$ cat config.mk
export PLATFORM = sky130hd
export DESIGN_NAME = if_fetch_unit
export DESIGN_NICKNAME = d
export VERILOG_FILES = /design/src/rtl/if_fetch_unit_pkg.sv /design/src/rtl/if_fetch_unit_bht.sv /design/src/rtl/if_fetch_unit.sv
export SDC_FILE = /design/constraint.sdc
export NUM_CORES = 1
export LEC_CHECK = 0
export BUFFER_PORTS_ARGS = -buffer_cell sky130_fd_sc_hd__buf_2
export CAP_MARGIN = 10
export CELL_PAD_IN_SITES_DETAIL_PLACEMENT = 1
export CELL_PAD_IN_SITES_GLOBAL_PLACEMENT = 1
export CORE_MARGIN = 1
export CORE_UTILIZATION = 44
export CTS_CLUSTER_DIAMETER = 150
export DETAILED_ROUTE_END_ITERATION = 8
export GPL_ROUTABILITY_DRIVEN = 1
export GPL_TIMING_DRIVEN = 0
export HOLD_SLACK_MARGIN = 0.1
export PLACE_DENSITY = 0.93
export SLEW_MARGIN = 15
export SYNTH_ARGS = -nofsm -noshare
export SYNTH_HDL_FRONTEND = slang
export SYNTH_SLANG_ARGS = --single-unit
$ cat constraint.sdc
create_clock -name clk -period 9.8 [get_ports clk]
set_input_delay 0.98 -clock clk [delete_from_list [all_inputs] [get_ports clk]]
set_output_delay 0.98 -clock clk [all_outputs]
set_load 0.01 [all_outputs]
$ cat src/rtl/if_fetch_unit_pkg.sv
// rtl/if_fetch_unit_pkg.sv - shared encodings and helpers for the fetch unit
package if_fetch_unit_pkg;

    localparam logic [6:0] OPC_BRANCH = 7'b1100011;

    typedef enum logic [1:0] {
        SNT = 2'b00,
        WNT = 2'b01,
        WT  = 2'b10,
        ST  = 2'b11
    } bht_ctr_e;

    function automatic logic [31:0] b_imm(input logic [31:0] inst);
        return {{20{inst[31]}}, inst[7], inst[30:25], inst[11:8], 1'b0};
    endfunction

endpackage

$ cat src/rtl/if_fetch_unit_bht.sv
// rtl/if_fetch_unit_bht.sv - 2-bit saturating branch history table
module if_bht
    import if_fetch_unit_pkg::*;
#(
    parameter int ENTRIES = 16,
    parameter int IDX_W   = $clog2(ENTRIES)
) (
    input  logic             clk,
    input  logic             reset,
    input  logic [IDX_W-1:0] rd_idx,
    output logic [1:0]       rd_ctr,
    input  logic             upd_en,
    input  logic [IDX_W-1:0] upd_idx,
    input  logic             upd_taken
);

    bht_ctr_e ctr_q [ENTRIES];
    bht_ctr_e ctr_d [ENTRIES];

    // Read comes straight from the registered table, so a same-cycle update is not visible
    assign rd_ctr = ctr_q[rd_idx];

    always_comb begin
        ctr_d = ctr_q;
        if (upd_en) begin
            unique case (ctr_q[upd_idx])
                SNT: ctr_d[upd_idx] = upd_taken ? WNT : SNT;
                WNT: ctr_d[upd_idx] = upd_taken ? WT  : SNT;
                WT:  ctr_d[upd_idx] = upd_taken ? ST  : WNT;
                ST:  ctr_d[upd_idx] = upd_taken ? ST  : WT;
                default: ctr_d[upd_idx] = WNT;
            endcase
        end
    end

    always_ff @(posedge clk or posedge reset) begin
        if (reset) begin
            for (int i = 0; i < ENTRIES; i++) begin
                ctr_q[i] <= WNT;
            end
        end else begin
            ctr_q <= ctr_d;
        end
    end

endmodule

$ cat src/rtl/if_fetch_unit.sv
// rtl/if_fetch_unit.sv - PC generation with bimodal branch prediction
module if_fetch_unit
    import if_fetch_unit_pkg::*;
#(
    parameter logic [31:0] RESET_PC    = 32'h0000_0000,
    parameter int          BHT_ENTRIES = 16
) (
    input  logic        clk,
    input  logic        reset,
    input  logic [31:0] inst_mem_read_data,
    input  logic        EX_stall,
    input  logic        ID_branch,
    input  logic [31:0] ID_jump_target,
    input  logic        EX_branch,
    input  logic        EX_zero,
    input  logic        EX_pred_take,
    input  logic [31:0] EX_pc,
    input  logic [31:0] EX_target,
    output logic [31:0] inst_mem_read_addr,
    output logic        IF_take,
    output logic [31:0] branch_count,
    output logic [31:0] mispredict_count
);

    localparam int IDX_W = $clog2(BHT_ENTRIES);

    logic [31:0] pc_q, pc_d;
    logic [31:0] branch_count_q, branch_count_d;
    logic [31:0] mispredict_count_q, mispredict_count_d;
    logic [1:0]  rd_ctr;
    logic        is_branch;
    logic        mispredict;
    logic [31:0] pred_target;

    if_bht #(
        .ENTRIES (BHT_ENTRIES),
        .IDX_W   (IDX_W)
    ) u_bht (
        .clk       (clk),
        .reset     (reset),
        .rd_idx    (pc_q[IDX_W+1:2]),
        .rd_ctr    (rd_ctr),
        .upd_en    (EX_branch),
        .upd_idx   (EX_pc[IDX_W+1:2]),
        .upd_taken (EX_zero)
    );

    assign is_branch   = (inst_mem_read_data[6:0] == OPC_BRANCH);
    assign IF_take     = is_branch & rd_ctr[1];
    assign pred_target = pc_q + b_imm(inst_mem_read_data);
    assign mispredict  = EX_branch & (EX_zero != EX_pred_take);

    // Recovery from a wrong prediction must win even over a stall
    always_comb begin
        pc_d = pc_q + 32'd4;
        if (mispredict) begin
            pc_d = EX_zero ? EX_target : (EX_pc + 32'd4);
        end else if (EX_stall) begin
            pc_d = pc_q;
        end else if (ID_branch) begin
            pc_d = ID_jump_target;
        end else if (IF_take) begin
            pc_d = pred_target;
        end
    end

    always_comb begin
        branch_count_d     = branch_count_q + {31'd0, EX_branch};
        mispredict_count_d = mispredict_count_q + {31'd0, mispredict};
    end

    always_ff @(posedge clk or posedge reset) begin
        if (reset) begin
            pc_q               <= RESET_PC;
            branch_count_q     <= 32'd0;
            mispredict_count_q <= 32'd0;
        end else begin
            pc_q               <= pc_d;
            branch_count_q     <= branch_count_d;
            mispredict_count_q <= mispredict_count_d;
        end
    end

    assign inst_mem_read_addr = pc_q;
    assign branch_count       = branch_count_q;
    assign mispredict_count   = mispredict_count_q;

endmodule
==> metrics <==
CP most frequent cell clkbuf_1; post-CTS setup buffer count 0; EDFF count, synth 0; Setup Skew 0.0176 ns; layout cells sized above 1 24.9%; Synth Area per Inst 9.01 um2; # resized after CTS 0; routed wire length 41.7 mm; TNS Setup 0 ns; Synth area leader dfrtp_1; dpl cell area 0.0110 mm2; drt pass-1 iters 6; post-layout util 55.1%; slowest stage delay, CP 0.99 ns; Root Driver clkbuf_16; Peak VDD IR 0.000191 V; post-route ant nets 0; commonest non-fill, non-tap cell in the layout buf_2; WL/cell 26.3 um; CTS tree yes; initial antenna violation count 3; worst hold start branch_count[31]$_DFF_PP0_; required time worst endpoint 10.13 ns; final setup fails 0; clock buffer count from CTS 17; RSZ-0062 raised after global routing no; Pwr per Cell Area 194 mW/mm2; startpoint types input pin; Crit Path Max Fanout 10; vias in the first global route 10.8k; Syn-to-layout area delta 22.3%; Design Area, Final 0.0117 mm2; worst-margin pin slew 1.04 ns; endpoint type of the worst setup path register; num ports 232; clock slew at reported path FFs 0.07 ns; Final Critical Period 4.65 ns; Crit. Startpoint EX_zero; WS Path Type in2reg; GP Congestion 0.960; Synth Instances 1059; Die Area 0.0223 mm2; Syn Nets 1234; Rel. slew slack 30.1%; Rows 53; worst skew pair latency 0.45 ns; commonest non-fill, non-tap cells in the layout buf_2 (222), dfrtp_1 (112), nand2_1 (89), xnor2_1 (78), nor2_1 (73); HPWL Detailed 28.6 mm; Port Buf Inserts 215; initial DRC count 1003; hold_buf cts 0; Post-route DRC 0; initial core utilization 45.1%; Hold Violations, Final 0; worst min path class reg2reg; drt via density 6.58; first-pass GRT wire length 63.6 mm; Primary FF master, synth dfrtp_1; register area share after synthesis 33.8%; nets@finish 1469; Max Transition Viols Final 0; clock buffer depth 2; max-cap check violation count 0; number of library cell types mapped by synthesis 73; RR Startpoint inst_mem_read_addr[1]$_DFFE_PP0P_; post-synth top area share 29.4%; Synth area leaders dfrtp_1 (29%), xnor2_1 (7.2%), xor2_1 (5.1%); gr ovfl total 0; Crit path arrival time 4.97 ns; vias 10.4k; asr flop ratio synth 100%; leakage power 5.34 nW; yosys warns 0; CP cell instances clkbuf_1 -> xor2_1 -> nand2_1 -> inv_1 -> clkbuf_1 -> buf_1 -> ha_1 -> nand4_1 -> nor4_1 -> nand3_1 -> xnor2_1; CORE AREA 0.0212 mm2; GRT Total Usage 38.1%; Synth Cell Area 0.00954 mm2; outcome complete, no violations; H-Tree Depth 4; Die W 149 um; highest attainable clock frequency 215 MHz; clock sink count 128; flop and latch count out of synthesis 128; Die Y 149 um; pin count of the biggest net entering global routing 80; part of the cycle the worst path needs 47.4%; critical path's slowest cell nor4_1
worst max-delay path: cells and delay by family:
kind	cells	cell delay [ns]
AND/OR/NAND/NOR	4	1.70
buffers and inverters	4	1.50
adder cells (fa/ha/maj)	1	0.40
XOR/XNOR	2	0.39
report_power, final:
part           internal [mW]  switching (mW)
Clock                  0.463           0.281
Combinational          0.310           0.437
Sequential             0.643           0.130
cells in the mapped netlist, types with 5 or more instances:
cell type and number:
nor2b_1 10, o211ai_1 14, buf_1 5, and3_1 24
or3_1 6, mux4_1 8, a21o_1 15, ha_1 39
nand2_1 89, inv_1 22, clkbuf_1 38, xnor2_1 78
nand2b_1 9, o31ai_1 10, mux4_2 7, buf_2 7
nand4_1 32, mux2_2 32, dfrtp_1 112, nor4_1 8
o21ai_0 51, o21a_1 5, nand3_1 69, nor2_1 73
a31oi_1 14, dfstp_2 16, mux2i_1 11, and4_1 8
nor3_1 31, o311a_1 5, a211oi_1 18, a21oi_1 60
and2_1 7, xor2_1 56
layout make-up:
cell class                 count  area, um2
sequential                   128       3220
clock inverter                14        228
fill                        2505       9490
buffer                        55        241
tap                          275        344
clock buffer                  18        439
multi-input combinational    853       5990
inverter                      23       91.3
timing repair buffer         216       1100
antenna                        2       5.00
per-layer routing:
metal,GRT usage [%],up-vias,wire length [um]
li1,-,4373,-
met1,44.0,5091,15200
met2,62.1,718,19700
met3,10.9,232,3950
met4,23.6,2,2750
met5,0,-,17
stage by stage:
step,setup slack [ns],cells,hold slack (ns),power (mW)
4_1_cts,5.20,1582,0.467,2.23
2_1_floorplan,5.43,1059,0.488,1.19
6_report,5.15,1584,0.464,2.26
5_1_grt,4.83,1583,0.489,2.33
3_5_place_dp,4.82,1550,0.459,1.46
3_3_place_gp,3.88,1549,0.457,1.40
final timing paths:
kind / end / slack, ns / depth (start not counted)
setup / recovery: mispredict_count[31]$_DFF_PP0_ / 5.15 / 11
hold reg to reg: branch_count[31]$_DFF_PP0_ / 0.46 / 1
max in group asynchronous: u_bht.ctr_q[24]$_DFFE_PP1P_ / 8.42 / 3
hold / removal: branch_count[31]$_DFF_PP0_ / 0.46 / 1
min in group asynchronous: branch_count[0]$_DFF_PP0_ / 0.57 / 2
setup reg to reg: inst_mem_read_addr[31]$_DFFE_PP0P_ / 6.32 / 11
registers in the layout, indices dropped and copies added, names as in the netlist:
signal,flops
branch_count,32
inst_mem_read_addr,32
mispredict_count,32
u_bht.ctr_q,32
cell families after synthesis:
kind of cell               count (synthesis)  share of synthesized area (%)
AOI/OAI and AO/OA                        232                           15.6
and+or+nand+nor                          387                           20.5
xor gates and xnor gates                 134                           12.3
buffers and inverters                     78                           3.44
adders and majority gates                 42                           5.56
DFF                                      128                           33.8
muxes                                     58                           8.79
Power figures use the tool's default switching activity.
